File: config.mk
export PLATFORM = sky130hd
export DESIGN_NAME = bit_entry_debounce
export DESIGN_NICKNAME = d
export VERILOG_FILES = /design/src/rtl/bit_entry_debounce.sv
export SDC_FILE = /design/constraint.sdc
export NUM_CORES = 1
export LEC_CHECK = 0
export CAP_MARGIN = 15
export CORE_AREA = 2 2 78 80
export DETAILED_ROUTE_END_ITERATION = 16
export DIE_AREA = 0 0 80 82
export SLEW_MARGIN = 20
export SYNTH_ARGS = -nofsm -noshare
export SYNTH_HDL_FRONTEND = slang
export SYNTH_SLANG_ARGS = --single-unit
File: constraint.sdc
create_clock -name clk -period 3.3 [get_ports clk]
set_input_delay 0.99 -clock clk [delete_from_list [all_inputs] [get_ports clk]]
set_output_delay 0.99 -clock clk [all_outputs]
set_load 0.02 [all_outputs]
File: src/rtl/bit_entry_debounce.sv
// Push-button bit entry with debouncing.
// Both raw inputs are synchronized. The button runs through a four-state
// debounce FSM that issues one strobe per accepted press. The data switch
// is filtered by a stable-sample counter. Each strobe latches the filtered
// switch level as a new bit and advances a wrapping press counter.
module bit_entry_debounce #(
  parameter int unsigned DB_CYCLES = 16
) (
  input  logic       clk,
  input  logic       reset,
  input  logic       btn_raw,
  input  logic       sw_raw,
  input  logic       clear,
  output logic       data,
  output logic       trig,
  output logic       pressed,
  output logic [7:0] press_cnt
);

  // Terminal count: a level must hold for DB_CYCLES synchronized samples.
  localparam logic [15:0] LP_LAST = 16'(DB_CYCLES - 1);

  typedef enum logic [1:0] {
    IDLE         = 2'd0,
    PRESS_WAIT   = 2'd1,
    PRESSED      = 2'd2,
    RELEASE_WAIT = 2'd3
  } state_t;

  logic        r_btn_meta;
  logic        r_btn_s;
  logic        r_sw_meta;
  logic        r_sw_s;

  state_t      r_state;
  state_t      w_state_next;
  logic [15:0] r_cnt;
  logic [15:0] w_cnt_next;
  logic        w_trig_next;
  logic        w_pressed_next;

  logic        r_sw_db;
  logic        w_sw_db_next;
  logic [15:0] r_sw_cnt;
  logic [15:0] w_sw_cnt_next;

  logic        r_data;
  logic        r_trig;
  logic        r_pressed;
  logic [7:0]  r_press_cnt;

  // Two-flop synchronizers for the asynchronous button and switch levels.
  always_ff @(posedge clk or negedge reset) begin
    if (!reset) begin
      r_btn_meta <= 1'b0;
      r_btn_s    <= 1'b0;
      r_sw_meta  <= 1'b0;
      r_sw_s     <= 1'b0;
    end else begin
      r_btn_meta <= btn_raw;
      r_btn_s    <= r_btn_meta;
      r_sw_meta  <= sw_raw;
      r_sw_s     <= r_sw_meta;
    end
  end

  // Button FSM next-state, counter and strobe decode.
  always_comb begin
    w_state_next = r_state;
    w_cnt_next   = r_cnt;
    w_trig_next  = 1'b0;
    case (r_state)
      IDLE: begin
        if (r_btn_s) begin
          w_state_next = PRESS_WAIT;
          w_cnt_next   = 16'd1;
        end
      end
      PRESS_WAIT: begin
        if (!r_btn_s) begin
          // Bounce during the press window: abandon without a strobe.
          w_state_next = IDLE;
          w_cnt_next   = 16'd0;
        end else if (r_cnt == LP_LAST) begin
          w_state_next = PRESSED;
          w_cnt_next   = 16'd0;
          w_trig_next  = 1'b1;
        end else begin
          w_cnt_next = r_cnt + 16'd1;
        end
      end
      PRESSED: begin
        if (!r_btn_s) begin
          w_state_next = RELEASE_WAIT;
          w_cnt_next   = 16'd1;
        end
      end
      RELEASE_WAIT: begin
        if (r_btn_s) begin
          // Bounce during release: back to PRESSED, no new strobe.
          w_state_next = PRESSED;
          w_cnt_next   = 16'd0;
        end else if (r_cnt == LP_LAST) begin
          w_state_next = IDLE;
          w_cnt_next   = 16'd0;
        end else begin
          w_cnt_next = r_cnt + 16'd1;
        end
      end
      default: begin
        w_state_next = IDLE;
        w_cnt_next   = 16'd0;
      end
    endcase
    w_pressed_next = (w_state_next == PRESSED) || (w_state_next == RELEASE_WAIT);
  end

  // Button FSM state and counter registers.
  always_ff @(posedge clk or negedge reset) begin
    if (!reset) begin
      r_state <= IDLE;
      r_cnt   <= 16'd0;
    end else begin
      r_state <= w_state_next;
      r_cnt   <= w_cnt_next;
    end
  end

  // Switch filter: accept a new level only after DB_CYCLES differing samples.
  always_comb begin
    w_sw_db_next  = r_sw_db;
    w_sw_cnt_next = 16'd0;
    if (r_sw_s != r_sw_db) begin
      if (r_sw_cnt == LP_LAST) begin
        w_sw_db_next  = r_sw_s;
        w_sw_cnt_next = 16'd0;
      end else begin
        w_sw_cnt_next = r_sw_cnt + 16'd1;
      end
    end
  end

  // Switch filter registers.
  always_ff @(posedge clk or negedge reset) begin
    if (!reset) begin
      r_sw_db  <= 1'b0;
      r_sw_cnt <= 16'd0;
    end else begin
      r_sw_db  <= w_sw_db_next;
      r_sw_cnt <= w_sw_cnt_next;
    end
  end

  // Output registers: strobe, latched bit, pressed level and press counter.
  // The bit takes the filtered switch level from before the strobe edge;
  // clear wins over a simultaneous strobe.
  always_ff @(posedge clk or negedge reset) begin
    if (!reset) begin
      r_trig      <= 1'b0;
      r_data      <= 1'b0;
      r_pressed   <= 1'b0;
      r_press_cnt <= 8'd0;
    end else begin
      r_trig    <= w_trig_next;
      r_pressed <= w_pressed_next;
      if (w_trig_next) begin
        r_data <= r_sw_db;
      end
      if (clear) begin
        r_press_cnt <= 8'd0;
      end else if (w_trig_next) begin
        r_press_cnt <= r_press_cnt + 8'd1;
      end
    end
  end

  assign data      = r_data;
  assign trig      = r_trig;
  assign pressed   = r_pressed;
  assign press_cnt = r_press_cnt;

endmodule

Yosys cells after proc, flatten, opt, wreduce, memory -nomap -nowiden
Cells that the tools add are included.
Operators by class
  reduce and logical (&&, ||, !) cells: 5
  equal/unequal tests: 10
  mux-type cells: 20
  add/sub/neg operators: 3
Operators with widths (count)
  2-to-1 mux 16 bit: 7
  one-hot mux 16 bit (4 select lines): 1
  adder 16 x 1 -> 16 bit, second input constant: 2
  equality test 16 x 4 -> 1 bit, second input constant: 2
  2-to-1 mux 8 bit: 2
  2-to-1 mux 2 bit: 6
  adder 8 x 1 -> 8 bit, second input constant: 1
  equality test 2 bit, second input constant: 4
  one-hot mux 2 bit (4 select lines): 1
  inequality test 2 bit, second input constant: 2
  AND reduction 2 bit: 2
  2-to-1 mux 1 bit: 3
  equality test 2 x 1 -> 1 bit, second input constant: 1
  logical NOT 2 bit: 1
  nonzero test 2 bit: 1
  logical OR 1 bit: 1
  inequality test 1 bit: 1
Storage, ports and cells
  register bits after elaboration: 50
  output and inout port bits: 11
  word-level logic and storage cells: 50
  input bits: 5

Longest topological paths before layout
  depth after elaboration: 6
  depth in mapped cells: 7
  mapped depth without buffers: 6

Worst setup path after synthesis
No wires, ideal clock.
  kind: reg-to-reg
  start point: register r_cnt[0]
  end point: register r_cnt[3]
  data arrival time: 1.607 ns
  path slack: 1.617 ns
  buffers on the path: 0
  library setup time: 0.076 ns
  period minus slack after synthesis: 1.683 ns
  cell stages (with the launch flop): 6
  data required time: 3.224 ns
  cell sequence: dfrtp_1 -> ha_1 -> and3_1 -> and4_1 -> or4_1 -> o21ai_1
Between the ends
  cells in the longest elaborated chain, start to end: 4
  elaborated cells on any way between the ends: 6
  classes of those cells: add/sub: 1; eq/ne: 1; mux: 4
Ends and longest elaborated chain
  start, declared: RTL line 37  | logic [15:0] r_cnt;
  start signal, assigned: RTL line 125  | r_cnt <= w_cnt_next;
  adder 16 x 1 -> 16 bit / equality test 16 x 4 -> 1 bit (equally long branches)
  2-to-1 mux 16 bit *: RTL line 84, 103
  2-to-1 mux 16 bit (on tied branches): RTL line 99, 80
  one-hot mux 16 bit (4 select lines) *: RTL line 72  | case (r_state)
Every way passes the cells marked *; elsewhere a longest branch is shown, timed or not.
A chain may end at the register's enable or synchronous reset.

Worst setup path after layout
  start point: register r_press_cnt[0], in the netlist press_cnt[0]
  end point: output press_cnt[0]
RTL lines
  start, declared: RTL line 50  | logic [7:0] r_press_cnt;
  start signal, assigned: RTL line 172  | r_press_cnt <= r_press_cnt + 8'd1;
  end, declared: RTL line 17  | output logic [7:0] press_cnt
No word-level cell between the ends.

==> results.ini <==
[status]
status = finished clean

[drt]
viasPerCell = 5.23
num_vias = 1735
iter_0_drt_violations = 40
detail_route.wl_per_cell_um = 13.6
post-route-drc-count = 0
dr.pass1.iters = 4
totalWireLength_mm = 4.51
ant_nets = 0

[run]
timing.max_cap.violations = 0

[sta]
fmax_ghz = 0.417
final.period_utilization_pct = 72.7
slew_violations = 0
worst_pin_slew_ns = 0.624
timing.final.crit_period_ns = 2.40
relative_max_transition_margin_pct = 58.4
holdWs_ns = 0.354
final_sum_of_negative_setup_slack_ns = 0
setup_repair_after_global_routing_missed_its_margin = no
finalSetupViolations = 0
skew_ns = 0.00828
finalWorstSetupSlack_ns = 0.899
finalHoldViolations = 0

[yosys]
synthXorXnorAreaFrac_pct = 8.16
synth_top_family_by_area = simple AND/OR/NAND/NOR gates
dominantRegCellSynth = dfrtp_1
synth_simple_gate_area_share_pct = 26.6
post_synth_fa_ha_maj_area_fraction_pct = 1.52
synth_area_per_cell_um2 = 10.3
netlist_instances = 239
synth_edf_count = 0
post_synth_most_frequent_cells = dfrtp_1 (50), nor2_1 (35), nand3_1 (21), nand2_1 (17), xnor2_1 (15)
ys.warnings.count = 0
yosys.cell_types.count = 40
yosys_register_bits = 50
synthMostInstantiatedCell = dfrtp_1
synth-async-reset-ratio_pct = 100
synth_area_leader_cell = dfrtp_1
synth_area_leaders = dfrtp_1 (51%), nor2_1 (5.3%), xnor2_1 (5.3%)
post_synth_mux_area_share_pct = 3.04
syn-cell-area_um2 = 2470
yosys.area.top_type_share_pct = 50.7
ys_seq_area_share_pct = 50.7
synth-compound-area-share_pct = 7.80
syn-num-nets = 247

[placed_design]
preCtsSetupSlack_ns = 1.24
place.port_buffers = 15
gp_congestion = 0.789
detailed_place_hpwl_mm = 3.12

[critical_path]
cp_required_ns = 2.31
critical_path.endpoint_type = primary output
critical_path.max_stage_delay_ns = 0.64
cp.buffers_inverters = 1
cp.arrival_ns = 1.41
startpoint_type = flip-flop
worst-setup-path-type = reg -> out
cp_slowest_cell = clkdlybuf4s50_1
crit_path_max_fo = 6
worst_path_dominant_cell_family = buffers and inverters
path_cells = clkdlybuf4s50_1

[die]
placementRows = 28
placeableCoreArea_um2 = 5750
boundaryPins = 16
initial_core_util_pct = 43.0
die_height_um = 82
die_width_um = 80
dieArea_um2 = 6560

[grt]
gr-usage-all-layers_pct = 15.2
grt_pass1_vias = 1678
maximum_number_of_pins_on_one_net_before_global_route_repair = 51
total_gr_overflow = 0
grt_first_pass_wirelength_mm = 7.69
antenna_found_initial = 0

[clock_network]
cts_resized = 0
holdBufCountCts = 0
number_of_cts_inserted_buffers = 5
worst_skew_pair.late_latency_ns = 0.30
clock_edge_transition_at_the_registers_on_the_reported_setup_and_hold_paths_ns = 0.09
max-clock-path-buffers = 2
cts-htree-levels = 2
cts_tree = done
cts.sink_count = 50
post_cts.repair.setup_buffers = 0
clk_root_buffer_cell = clkbuf_8

[layout]
drive_above_1_share_pct = 10.1
antenna_cells_inserted = 0
area.sequential_um2 = 1250
fillerInstances = 538
areaGrowthSynthToFinish_pct = 13.3
layout_nets = 264
area_of_the_multi_input_gates_um2 = 1160

[power]
power_per_cell_area_nw_per_um2 = 401
leakagePower_nw = 1.13
worst_ir_drop_vdd_uv = 334

[min_path]
timing.hold.worst.class = reg -> reg

-- kinds of logic after synthesis --
| kind of cell | Yosys count |
|---|---|
| muxes | 7 |
| DFF | 50 |
| xor gates and xnor gates | 23 |
| buffers and inverters | 12 |
| and+or+nand+nor | 112 |
| adders and majority gates | 3 |
| AOI/OAI and AO/OA | 32 |
-- worst register-to-register path: stages (launching register included) --
cell     delay [ns]
dfrtp_1        0.43
ha_1           0.24
and3_1         0.24
and4_1         0.26
nor2_4         0.42
a41oi_1        0.19
a31oi_1        0.18
-- flip-flops by register name (all words and copies together) (netlist names), 2 cells and up --
name,count
press_cnt,8
r_cnt,16
r_state,2
r_sw_cnt,16
-- area by class of cell --
class	instances	area share [%]
Clock buffer	5	2.46
Clock inverter	3	1.57
Inverter	6	0.805
Multi-Input combinational cell	177	41.6
Sequential cell	50	44.7
Tap cell	75	3.35
Timing Repair Buffer	16	5.46
-- layout by cell type, fill, tap and decap left out, drive strengths merged, types with 5 or more instances in the layout --
| cell | n |
|---|---|
| nor2 | 36 |
| a31oi | 10 |
| nor4 | 12 |
| xnor2 | 15 |
| nand2 | 18 |
| clkdlybuf4s50 | 14 |
| nand4 | 8 |
| clkbuf | 5 |
| inv | 7 |
| o21ai | 7 |
| nand3 | 22 |
| xor2 | 8 |
| a21oi | 8 |
| dfrtp | 50 |
-- layer usage --
metal | wire length, um | global-route usage, % | part of all wire, %
met1 | 2180 | 19.6 | 48
met2 | 2140 | 25.3 | 47
met3 | 132 | 3.30 | 2.9
met4 | 61 | 5.76 | 1.4
met5 | 0 | 0 | 0
-- final timing paths --
| check | start | to | depth (start not counted) | slack [ns] |
|---|---|---|---|---|
| setup / recovery | press_cnt[0] | press_cnt[0] | 1 | 0.90 |
| hold / removal | r_sw_meta | r_sw_s | 0 | 0.35 |
| setup reg to reg | r_cnt[0] | r_cnt[12] | 6 | 1.25 |
| hold reg to reg | r_sw_meta | r_sw_s | 0 | 0.35 |
| max in group asynchronous | reset | r_cnt[6] | 2 | 2.10 |
| min in group asynchronous | reset | r_sw_cnt[5] | 2 | 0.78 |
-- metrics by stage --
step | utilization, % | cell area, um2 | power, mW | instances
after global routing | 48.7 | 2800 | 1.18 | 332
after detailed placement | 46.7 | 2690 | 0.701 | 324
after CTS | 48.7 | 2800 | 1.15 | 332
final | 48.7 | 2800 | 1.12 | 332
after floorplan | - | 2470 | 0.677 | 239
after global placement | 46.7 | 2690 | 0.701 | 324
-- power by group --
part	leakage, nW	switching [mW]	internal, mW
clock	0.0585	0.208	0.227
combinational	0.385	0.0377	0.0177
sequential	0.681	0.00978	0.622
Note: power is estimated with default switching activity, not from simulation.
==> variant (same flow settings) <==
Reset style: synchronous (`reset`), changed in 4 clocked blocks. Comments in the files are not updated.
--- a/src/rtl/bit_entry_debounce.sv
+++ b/src/rtl/bit_entry_debounce.sv
@@ -50,7 +50,7 @@
   logic [7:0]  r_press_cnt;
 
   // Two-flop synchronizers for the asynchronous button and switch levels.
-  always_ff @(posedge clk or negedge reset) begin
+  always_ff @(posedge clk) begin
     if (!reset) begin
       r_btn_meta <= 1'b0;
       r_btn_s    <= 1'b0;
@@ -116,7 +116,7 @@
   end
 
   // Button FSM state and counter registers.
-  always_ff @(posedge clk or negedge reset) begin
+  always_ff @(posedge clk) begin
     if (!reset) begin
       r_state <= IDLE;
       r_cnt   <= 16'd0;
@@ -141,7 +141,7 @@
   end
 
   // Switch filter registers.
-  always_ff @(posedge clk or negedge reset) begin
+  always_ff @(posedge clk) begin
     if (!reset) begin
       r_sw_db  <= 1'b0;
       r_sw_cnt <= 16'd0;
@@ -154,7 +154,7 @@
   // Output registers: strobe, latched bit, pressed level and press counter.
   // The bit takes the filtered switch level from before the strobe edge;
   // clear wins over a simultaneous strobe.
-  always_ff @(posedge clk or negedge reset) begin
+  always_ff @(posedge clk) begin
     if (!reset) begin
       r_trig      <= 1'b0;
       r_data      <= 1'b0;
Function: no difference found for any inputs over 10 cycles, from zero or initial values and one cycle with reset low; that may be too few to reach the edited logic, so the function may still have changed.
==> variant against the unedited design <==
Synthesized area fell by 8.3%. Sequential cell count unchanged. Design area fell by 7.2%. Global-route usage decreased by 0.26 points. Clock skew fell by 1.4 ps. Combinational power is 46% lower. Total power is 5.9% lower. Routed wire length decreased by 1.0%. Via count up 9.3%. Setup slack got worse by 51 ps. Die area stayed put. Non-clock buffer count increased by 1.
==> variant: results (changes against the unedited design) <==
Drt
  – Initial DRC Count: 85 (+110%)
  – Drt pass-1 iters: 5 (+1)
  – Routed WL: 4460 µm (-1.0%)
  – Final ANT Viol Nets: 0 (unchanged)
  – Via/cell ratio: 5.36 (+2.5%)

Synthesis
  – Post-synthesis async set-or-reset flop share: 0 (-1.00)
  – Syn_nets: 269 (+8.9%)
  – Synth cell types: 38 (-5.0%)
  – Most frequent cells after synthesis: 50 x dfxtp_1, 25 x nor2_1, 24 x nand2_1, 17 x nand3_1, 13 x xnor2_1
  – Synthesized-area fraction occupied by xor and xnor cells: 0.0735 (-0.00808)
  – Post-synthesis adder-cell area fraction: 0.0166 (+0.00138)
  – Mux cell area share after synthesis: 0.0221 (-0.00830)
  – Top post-synthesis cells by area: dfxtp_1 44%, xnor2_1 5.0%, nor2_1 4.1%, nand2_1 4.0%, nand3_1 3.8%
  – Synth Area in Compound Gates: 0.108 (+0.0303)
  – Sequential fraction of the synthesis area: 0.442 (-0.0646)

Power and ir drop
  – LEAKAGE: 0.802 nW (-29%)
  – Worst IR Drop VDD: 0.333 mV (-0.30%)
  – Cell-internal power: 0.000845 W (-2.6%)

Clock network
  – Setup Buffers After CTS: 0 (unchanged)
  – Number of gates resized after CTS: 0 (unchanged)
  – Worst-Skew Late Latency: 300 ps (about the same)

Worst hold path
  – Hold Crit Class: reg2reg

Global route
  – Vias in the first global route: 1711 (+2.0%)
  – Largest net degree at the start of global routing: 17 (-67%)
  – Global-route wire length before repair: 7850 µm (+2.1%)
  – All-Layer GR Usage: 0.150 (-0.00261)

Placed design
  – DP Area: 0.00249 mm² (-7.3%)
  – Dpl hpwl: 3040 µm (-2.8%)
  – Number of buffers added on ports: 15 (unchanged)
  – Global placer's final weighted congestion: 0.776 (-1.7%)

STA
  – Max_slew headroom: 0.416 (-0.168)
  – Clock skew after layout: 6.83 ps (-1.45 ps)

Run status
  – Status: completed

Finish
  – Layout Nets: 286 (+8.3%)
  – Fillers: 584 (+8.6%)
  – # diodes: 0 (unchanged)
  – Layout cells sized above 1: 0.0430 (-0.0582)

Setup path
  – Crit path max fanout: 15 (+9)
  – Data arrival, critical path: 2690 ps (+1280 ps)
  – CP max stage cell: or4_1
  – Largest stage delay, worst path: 800 ps (+160 ps)
variant: worst max-delay path, delay by kind of cell, from the launching register on:
kind             cells  cell delay [ps]
and+or+nand+nor      4             2050
DFF                  1              350
variant: per-stage QoR:
stage                     instances  setup slack, ps  total power [W]
after floorplan                 261             1180         0.000641
after global placement          346              750         0.000654
after detailed placement        346              667         0.000654
after CTS                       354              838          0.00108
after global routing            354              708          0.00111
final                           354              849          0.00106
variant: cell families after synthesis:
family,count (synthesis)
AOI/OAI and AO/OA,37
xor gates and xnor gates,19
adders and majority gates,3
buffers and inverters,16
DFF,50
muxes,5
and+or+nand+nor,131
variant: final timing paths:
path,from,endpoint,slack (ps),cells past startpoint
min,r_btn_meta,r_btn_s,440,1
max,r_cnt[13],press_cnt[2],850,4
min reg2reg,r_btn_meta,r_btn_s,440,1
max reg2reg,r_cnt[13],press_cnt[2],850,4
variant: routing by layer:
metal | vias to the layer above | track usage | part of all wire | wire length [µm]
met3 | 7 | 0.0330 | 0.023 | 103
met1 | 883 | 0.201 | 0.51 | 2290
li1 | 990 | - | - | -
met5 | - | 0 | 0 | 0
met2 | 16 | 0.237 | 0.45 | 2010
met4 | 0 | 0.0559 | 0.014 | 61
variant: power groups by stage:
stage	Combinational, W	Sequential, W	Clock (W)
finish	0.0000297	0.000610	0.000417
global placement	0.0000296	0.000624	0
detailed placement	0.0000298	0.000624	0
floorplan	0.0000180	0.000623	0
global route	0.0000330	0.000611	0.000462
CTS	0.0000300	0.000610	0.000440
variant: final cells by class:
cell class              instances  area (µm²)  area share
clock buffers                   7        76.3      0.0294
multi-input cells             195        1190       0.460
clock inverters                 1        30.0      0.0116
flip-flops and latches         50        1000       0.386
well taps                      75        93.8      0.0362
inverters                       9        33.8      0.0130
repair buffers                 17         165      0.0636
